`src/rtl/power_switch_emu_pkg.sv`:
```
// Shared types and helpers for the power-gate switch emulator.
// Holds the per-domain ramp state encoding and the latency/counter-load helpers.
package power_switch_emu_pkg;

  typedef enum logic [1:0] {
    PSE_ON        = 2'd0,
    PSE_RAMP_DOWN = 2'd1,
    PSE_OFF       = 2'd2,
    PSE_RAMP_UP   = 2'd3
  } pse_state_e;

  function automatic int unsigned pse_max(input int unsigned a, input int unsigned b);
    return (a > b) ? a : b;
  endfunction

  // Counter load value: the sampling edge itself accounts for one edge of the latency.
  function automatic int unsigned pse_load(input int unsigned lat);
    return lat - 1;
  endfunction

endpackage

```
`src/rtl/power_switch_emu_chan.sv`:
```
// Single power-gate switch channel: ramp FSM, down-counter, ack, abort pulse and sticky error.
module power_switch_emu_chan
  import power_switch_emu_pkg::*;
#(
  parameter int unsigned ON_LATENCY  = 16,
  parameter int unsigned OFF_LATENCY = 16
) (
  input  logic clk_i,
  input  logic rst_i,
  input  logic switch_n_i,
  input  logic clr_err_i,
  output logic switch_ack_n_o,
  output logic domain_on_o,
  output logic busy_o,
  output logic abort_o,
  output logic err_sticky_o
);

  localparam int unsigned CNT_W = $clog2(pse_max(ON_LATENCY, OFF_LATENCY) + 1);
  localparam logic [CNT_W-1:0] ON_LOAD  = CNT_W'(pse_load(ON_LATENCY));
  localparam logic [CNT_W-1:0] OFF_LOAD = CNT_W'(pse_load(OFF_LATENCY));

  pse_state_e       state_q, state_d;
  logic [CNT_W-1:0] cnt_q, cnt_d;
  logic             ack_q, ack_d;
  logic             abort_q, abort_d;
  logic             err_q, err_d;

  always_ff @(posedge clk_i or posedge rst_i) begin
    if (rst_i) begin
      state_q <= PSE_ON;
      cnt_q   <= '0;
      ack_q   <= 1'b0;
      abort_q <= 1'b0;
      err_q   <= 1'b0;
    end else begin
      state_q <= state_d;
      cnt_q   <= cnt_d;
      ack_q   <= ack_d;
      abort_q <= abort_d;
      err_q   <= err_d;
    end
  end

  always_comb begin
    state_d = state_q;
    cnt_d   = cnt_q;
    ack_d   = ack_q;
    abort_d = 1'b0;
    unique case (state_q)
      PSE_ON: begin
        if (switch_n_i) begin
          state_d = PSE_RAMP_DOWN;
          cnt_d   = OFF_LOAD;
        end
      end
      PSE_RAMP_DOWN: begin
        if (!switch_n_i) begin
          state_d = PSE_RAMP_UP;
          cnt_d   = ON_LOAD;
          abort_d = 1'b1;
        end else if (cnt_q == '0) begin
          state_d = PSE_OFF;
          ack_d   = 1'b1;
        end else begin
          cnt_d = cnt_q - CNT_W'(1);
        end
      end
      PSE_OFF: begin
        if (!switch_n_i) begin
          state_d = PSE_RAMP_UP;
          cnt_d   = ON_LOAD;
        end
      end
      PSE_RAMP_UP: begin
        if (switch_n_i) begin
          state_d = PSE_RAMP_DOWN;
          cnt_d   = OFF_LOAD;
          abort_d = 1'b1;
        end else if (cnt_q == '0) begin
          state_d = PSE_ON;
          ack_d   = 1'b0;
        end else begin
          cnt_d = cnt_q - CNT_W'(1);
        end
      end
      default: begin
        state_d = PSE_ON;
        cnt_d   = '0;
        ack_d   = 1'b0;
      end
    endcase
    // A fresh abort takes priority over a simultaneous clear.
    if (abort_d) begin
      err_d = 1'b1;
    end else if (clr_err_i) begin
      err_d = 1'b0;
    end else begin
      err_d = err_q;
    end
  end

  always_comb begin
    switch_ack_n_o = ack_q;
    abort_o        = abort_q;
    err_sticky_o   = err_q;
    domain_on_o    = (state_q == PSE_ON);
    busy_o         = (state_q == PSE_RAMP_DOWN) || (state_q == PSE_RAMP_UP);
  end

endmodule

```
`src/rtl/power_switch_emu.sv`:
```
// Behavioural power-gate switch emulator: one independent ramp channel per power domain,
// driving switch acks back into the chip plus bench-facing status.
module power_switch_emu
  import power_switch_emu_pkg::*;
#(
  parameter int unsigned NUM_DOMAINS = 3,
  parameter int unsigned OFF_LATENCY = 16,
  parameter int unsigned ON_LATENCY  = 16
) (
  input  logic                   clk_i,
  input  logic                   rst_i,
  input  logic [NUM_DOMAINS-1:0] switch_n_i,
  output logic [NUM_DOMAINS-1:0] switch_ack_n_o,
  output logic [NUM_DOMAINS-1:0] domain_on_o,
  output logic                   busy_o,
  output logic [NUM_DOMAINS-1:0] abort_o,
  output logic [NUM_DOMAINS-1:0] err_sticky_o,
  input  logic                   clr_err_i
);

  logic [NUM_DOMAINS-1:0] chan_busy;

  for (genvar g = 0; g < NUM_DOMAINS; g++) begin : g_chan
    power_switch_emu_chan #(
      .ON_LATENCY (ON_LATENCY),
      .OFF_LATENCY(OFF_LATENCY)
    ) u_chan (
      .clk_i         (clk_i),
      .rst_i         (rst_i),
      .switch_n_i    (switch_n_i[g]),
      .clr_err_i     (clr_err_i),
      .switch_ack_n_o(switch_ack_n_o[g]),
      .domain_on_o   (domain_on_o[g]),
      .busy_o        (chan_busy[g]),
      .abort_o       (abort_o[g]),
      .err_sticky_o  (err_sticky_o[g])
    );
  end

  always_comb begin
    busy_o = |chan_busy;
  end

endmodule

```
`config.mk`:
```
export PLATFORM = sky130hd
export DESIGN_NAME = power_switch_emu
export DESIGN_NICKNAME = d
export VERILOG_FILES = /design/src/rtl/power_switch_emu_pkg.sv /design/src/rtl/power_switch_emu_chan.sv /design/src/rtl/power_switch_emu.sv
export SDC_FILE = /design/constraint.sdc
export NUM_CORES = 1
export LEC_CHECK = 0
export ABC_AREA = 0
export CAP_MARGIN = 25
export CORE_ASPECT_RATIO = 0.6
export CORE_MARGIN = 2
export CORE_UTILIZATION = 45
export DETAILED_ROUTE_END_ITERATION = 8
export PLACE_DENSITY = 0.72
export SLEW_MARGIN = 20
export SYNTH_ARGS = -nofsm -noshare
export SYNTH_HDL_FRONTEND = slang
export SYNTH_SLANG_ARGS = --single-unit
```
`constraint.sdc`:
```
create_clock -name clk_i -period 1.5 [get_ports clk_i]
set_input_delay 0.3 -clock clk_i [delete_from_list [all_inputs] [get_ports clk_i]]
set_output_delay 0.3 -clock clk_i [all_outputs]
set_load 0.005 [all_outputs]
```
======== Yosys cells after proc, flatten, opt, wreduce, memory -nomap -nowiden ========
Cells that the tools add are included.
storage, ports and cells
  output and inout port bits .............. 13
  register bits after elaboration ......... 30
  logic and storage cells ................. 143
cells by class
  reductions and logical operators ........ 25
  mux-type cells .......................... 67
  equal/unequal tests ..................... 33
  $add $sub $neg .......................... 3
operator list
  kind                                                   number
  two-way mux 5 bit                                      15
  one-hot mux 5 bit (4 select lines)                     3
  two-way mux 2 bit                                      18
  inequality test 2 bit, second input constant           12
  one-hot mux 2 bit (4 select lines)                     3
  two-way mux 1 bit                                      22
  inequality test 3 x 2 -> 1 bit, second input constant  6
  zero test 5 bit                                        3
  AND reduction 5 bit                                    3
  subtractor 5 x 1 -> 5 bit, second input constant       3
  equality test 2 bit, second input constant             6
  inequality test 2 x 1 -> 1 bit, second input constant  6
  one-hot mux 1 bit (2 select lines)                     6
  AND reduction 4 bit                                    3
  nonzero test 2 bit                                     6
  equality test 2 x 1 -> 1 bit, second input constant    3
  zero test 2 bit                                        3
  AND reduction 2 bit                                    3
  logical OR 1 bit                                       3
  OR reduction 3 bit                                     1

======== Longest topological paths before layout ========
  depth in word-level cells ............... 4
  mapped depth ............................ 6
  mapped depth without buffers ............ 6

======== Modules after synthesis ========
Synthesis repeated with hierarchy kept, for this count alone.
unflattened totals
  cell total of the unflattened synthesis .. 176
  area total of the unflattened synthesis .. 1805.5 um2
modules (own cells, without submodules)
  module                                        area each (um2)  cells an instance  instances
  power_switch_emu_chan (g_chan[1].u_chan ...)  594.3            59                 2
  power_switch_emu_chan (g_chan[0].u_chan)      610.6            57                 1
  power_switch_emu                              6.3              1                  1

======== Worst setup path after synthesis ========
No wires, ideal clock.
  kind .................................... flip-flop to flip-flop
  start ................................... register g_chan[1].u_chan.cnt_q[0]
  end ..................................... register g_chan[1].u_chan.cnt_q[0]
  setup slack ............................. -0.019 ns
  setup time .............................. 0.131 ns
  data arrival time ....................... 1.388 ns
  stages on the path, launching flop included .. 7
  data required time ...................... 1.369 ns
  cell sequence ........................... dfrtp_1 -> inv_1 -> ha_1 -> or4b_4 -> nand2_4 -> xnor2_1 -> nand2_1
on the way
  word-level cells in the longest chain between the ends .. 4
  elaborated cells on any way between the ends .. 6
  classes of those cells .................. add/sub: 1; mux: 4; reduce/logical: 1
RTL lines
  item                                                          RTL line                                                  RTL
  start, declared                                               power_switch_emu_chan.sv:24                               logic [CNT_W-1:0] cnt_q, cnt_d;
  start signal, assigned                                        power_switch_emu_chan.sv:38                               cnt_q <= cnt_d;
  subtractor 5 x 1 -> 5 bit or zero test 5 bit (tied branches)  n/a
  two-way mux 5 bit *                                           power_switch_emu_chan.sv:62, power_switch_emu_chan.sv:80
  two-way mux 5 bit (on tied branches)                          power_switch_emu_chan.sv:76, power_switch_emu_chan.sv:58
  one-hot mux 5 bit (4 select lines) *                          power_switch_emu_chan.sv:50                               unique case (state_q)
Every way passes the cells marked *; elsewhere a longest branch is shown, timed or not.
A chain may end at the register's enable or synchronous reset.

======== Final worst setup path ========
  start ................................... register g_chan[1].u_chan.state_q[1]
  end ..................................... output busy_o
on the way
  word-level cells in the longest chain between the ends .. 3
  elaborated cells on any way between the ends .. 4
  classes of those cells .................. eq/ne: 2; reduce/logical: 2
RTL lines
  item                                                                 RTL line                      RTL
  start, declared                                                      power_switch_emu_chan.sv:23   pse_state_e state_q, state_d;
  start signal, assigned                                               power_switch_emu_chan.sv:37   state_q <= state_d;
  equality test 2 x 1 -> 1 bit or equality test 2 bit (tied branches)  power_switch_emu_chan.sv:108  busy_o = (state_q == PSE_RAMP_DOWN) || (state_q == PSE_RAMP_UP);
  logical OR 1 bit *                                                   power_switch_emu_chan.sv:108
  OR reduction 3 bit *                                                 power_switch_emu.sv:41        busy_o = |chan_busy;
  end, declared                                                        power_switch_emu.sv:15        output logic busy_o,
Marked as above.

==> metrics <==
status complete, but fails checks; failing checks negative setup slack; Worst Path Buf+Inv 2; Clock Latency Late Sink 0.29 ns; RSZ-0062 raised after global routing yes; P&R area growth vs syn 67.7%; Fmax achieved 581 MHz; Final Critical Period 1.72 ns; Final #Nets 285; Ports 19; Cell Rows 18; CP Depth 5; Total GRT Usage 0.218; Mapped Cells 183; routed wire length 5630 µm; CP Class flop to primary output; setup TNS -1.83 ns; Final Util 0.777; Post-CTS Hold Buffers 0; Iter 0 DRT Violations 50; synth unique cells 34; final period utilization 1.15; Mapped Nets 204; Finished Layout Cells 315; setup violators final 22; max_cap viols 0; I/O Buffers 18; DR vias 1680; setup slack, reg-to-reg -0.16 ns; Post-Syn Area 0.00188 mm²; max-slew violation count 0; CP max stage delay 0.39 ns; worst slew pin tran 0.423 ns; Setup crit end kind primary output; drt via density 5.33; worst reg2reg startpoint g_chan[1].u_chan.state_q[0]$_DFFE_PP0P_; H-tree levels 2; leakage 1.35 nW; Top delay family on crit path flip-flops; Fin Hold WS 0.358 ns; crit-path cells inv_2 -> ha_4 -> nor4_4 -> nand3_1 -> buf_2; Die Wd 87.4 µm; antenna cells 0; pwr dens 2110 mW/mm²; Detail Route Antenna Nets 0; CTS Root Cell clkbuf_8; CTS Sinks 30; WL per Instance 17.9 µm; DP Wirelength 2850 µm; Worst-path clk slew 0.07 ns; Yosys reg bits 30; skew final 0.00404 ns; TritonCTS clock tree done; Crit path arrival time 1.42 ns; post-synthesis sequential area ratio 0.399; final number of hold-violating endpoints 0; TritonCTS buffer count 5; leading cell type in the layout, fill and taps excluded buf_4; syn avg cell area 10.3 µm²; VDD IR max 1.01 mV; CP startpoint g_chan[1].u_chan.state_q[1]$_DFFE_PP0P_; DRC Markers 0; Critical-path top delay cell dfrtp_1; first-pass GRT wire length 7580 µm; fraction of layout instances using a drive strength above 1 0.604; Placer Congestion 0.781; initial core utilization 0.464; Synth Warn # 0; fillers 241; vias in the first global route 1567; DR pass1 iterations 4; CP Max Fanout 3; critical path startpoint category flop; R2R cell count 6; placed instance count 284; RR Endpoint g_chan[1].u_chan.state_q[0]$_DFFE_PP0P_; Setup WS post-layout -0.220 ns; total core area 0.00405 mm²; largest net degree at the start of global routing 31; Rel. slew slack 0.717; Longest Clk Path Bufs 2; chip height 54.1 µm; die area 0.00473 mm²; CP required 1.20 ns; hold crit path type input pin to async pin; most frequent cells in the layout 50 x buf_4, 29 x dfrtp_1, 21 x buf_6, 15 x nand2_1, 14 x ha_4; initial antenna violation count 0; Remaining Overflow, GRT 0
[state kept, by name (all words and copies together), names as in the netlist]
name                          cells
g_chan.u_chan.cnt_q              15
g_chan.u_chan.state_q             6
g_chan.u_chan.abort_o             3
g_chan.u_chan.err_sticky_o        3
g_chan.u_chan.switch_ack_n_o      3
[stage by stage]
stage / total power, mW / area, µm² / setup WS (ns)
after floorplan: 2.82 / 1880 / 0.0155
after global placement: 3.96 / 2390 / -0.333
after detailed placement: 4.05 / 2390 / -0.364
after CTS: 5.68 / 2840 / -0.226
after global routing: 7.01 / 3150 / -0.301
final: 6.64 / 3150 / -0.220
[synthesized netlist by cell type, drive strengths merged]
master | number | area [µm²]
dfrtp | 30 | 751
nand2 | 23 | 101
inv | 18 | 67.6
buf | 15 | 118
ha | 15 | 188
a21oi | 10 | 50.1
o21ai | 10 | 57.6
o211ai | 8 | 60.1
mux2i | 7 | 108
nand3 | 5 | 25.0
mux2 | 4 | 52.6
nor2 | 4 | 15.0
nor3 | 4 | 20.0
nor4 | 4 | 25.0
a21o | 3 | 22.5
and2 | 3 | 18.8
nor4b | 3 | 53.8
xnor2 | 3 | 26.3
a211oi | 2 | 15.0
a31oi | 2 | 12.5
nand2b | 2 | 12.5
nor2b | 2 | 12.5
nor3b | 2 | 15.0
o31ai | 2 | 25.0
or4b | 2 | 27.5
[cell type report]
class	instances	area, µm²	area share
Tap cell	50	62.6	0.0198
Inverter	18	75.1	0.0238
Clock inverter	1	5.00	0.00159
Timing Repair Buffer	89	802	0.254
Sequential cell	30	752	0.239
Clock buffer	7	86.3	0.0274
Multi-Input combinational cell	120	1370	0.434
[logic make-up (layout without fill, tap and decap cells)]
kind of cell	count (synthesis)	count (layout)	share of synthesized area
compound gates	37	37	0.129
xor+xnor	3	3	0.0140
fa+ha+maj	15	15	0.0999
buf+inv	33	115	0.0985
flops	30	30	0.399
mux	11	11	0.0852
simple gates	54	54	0.174
[where the power goes]
part           total [mW]  switching [mW]  internal (mW)
Sequential           1.30           0.225           1.07
Clock               0.700           0.330          0.370
Combinational        4.64            2.08           2.56
Total                6.64            2.63           4.00
[how the worst max path moves through the flow]
stage / to
floorplan: g_chan[2].u_chan.switch_ack_n_o$_DFFE_PP0P_
global placement: busy_o
detailed placement: busy_o
CTS: busy_o
global route: busy_o
finish: busy_o
[worst reg2reg max path, cell delays in order, from the launching register on]
cell and delay [ns]:
dfrtp_2 0.44, ha_2 0.23, buf_4 0.17, mux2i_4 0.22, o21ai_4 0.12, nor4_4 0.30, a21oi_2 0.06
[layer usage]
metal / track usage / vias to the layer above / share of wire
met4: 0.0718 / 0 / 0.023
li1: - / 781 / -
met2: 0.362 / 29 / 0.49
met1: 0.290 / 857 / 0.46
met3: 0.0445 / 13 / 0.026
met5: 0 / - / 0
[timing repair]
| action | in CTS | in global routing |
|---|---|---|
| setup buffers | 12 | 16 |
| pin swaps | 13 | 23 |
| endpoints found under the setup margin | 19 | 32 |
| gates resized for setup | 81 | 49 |
(Power assumes the default switching activity.)
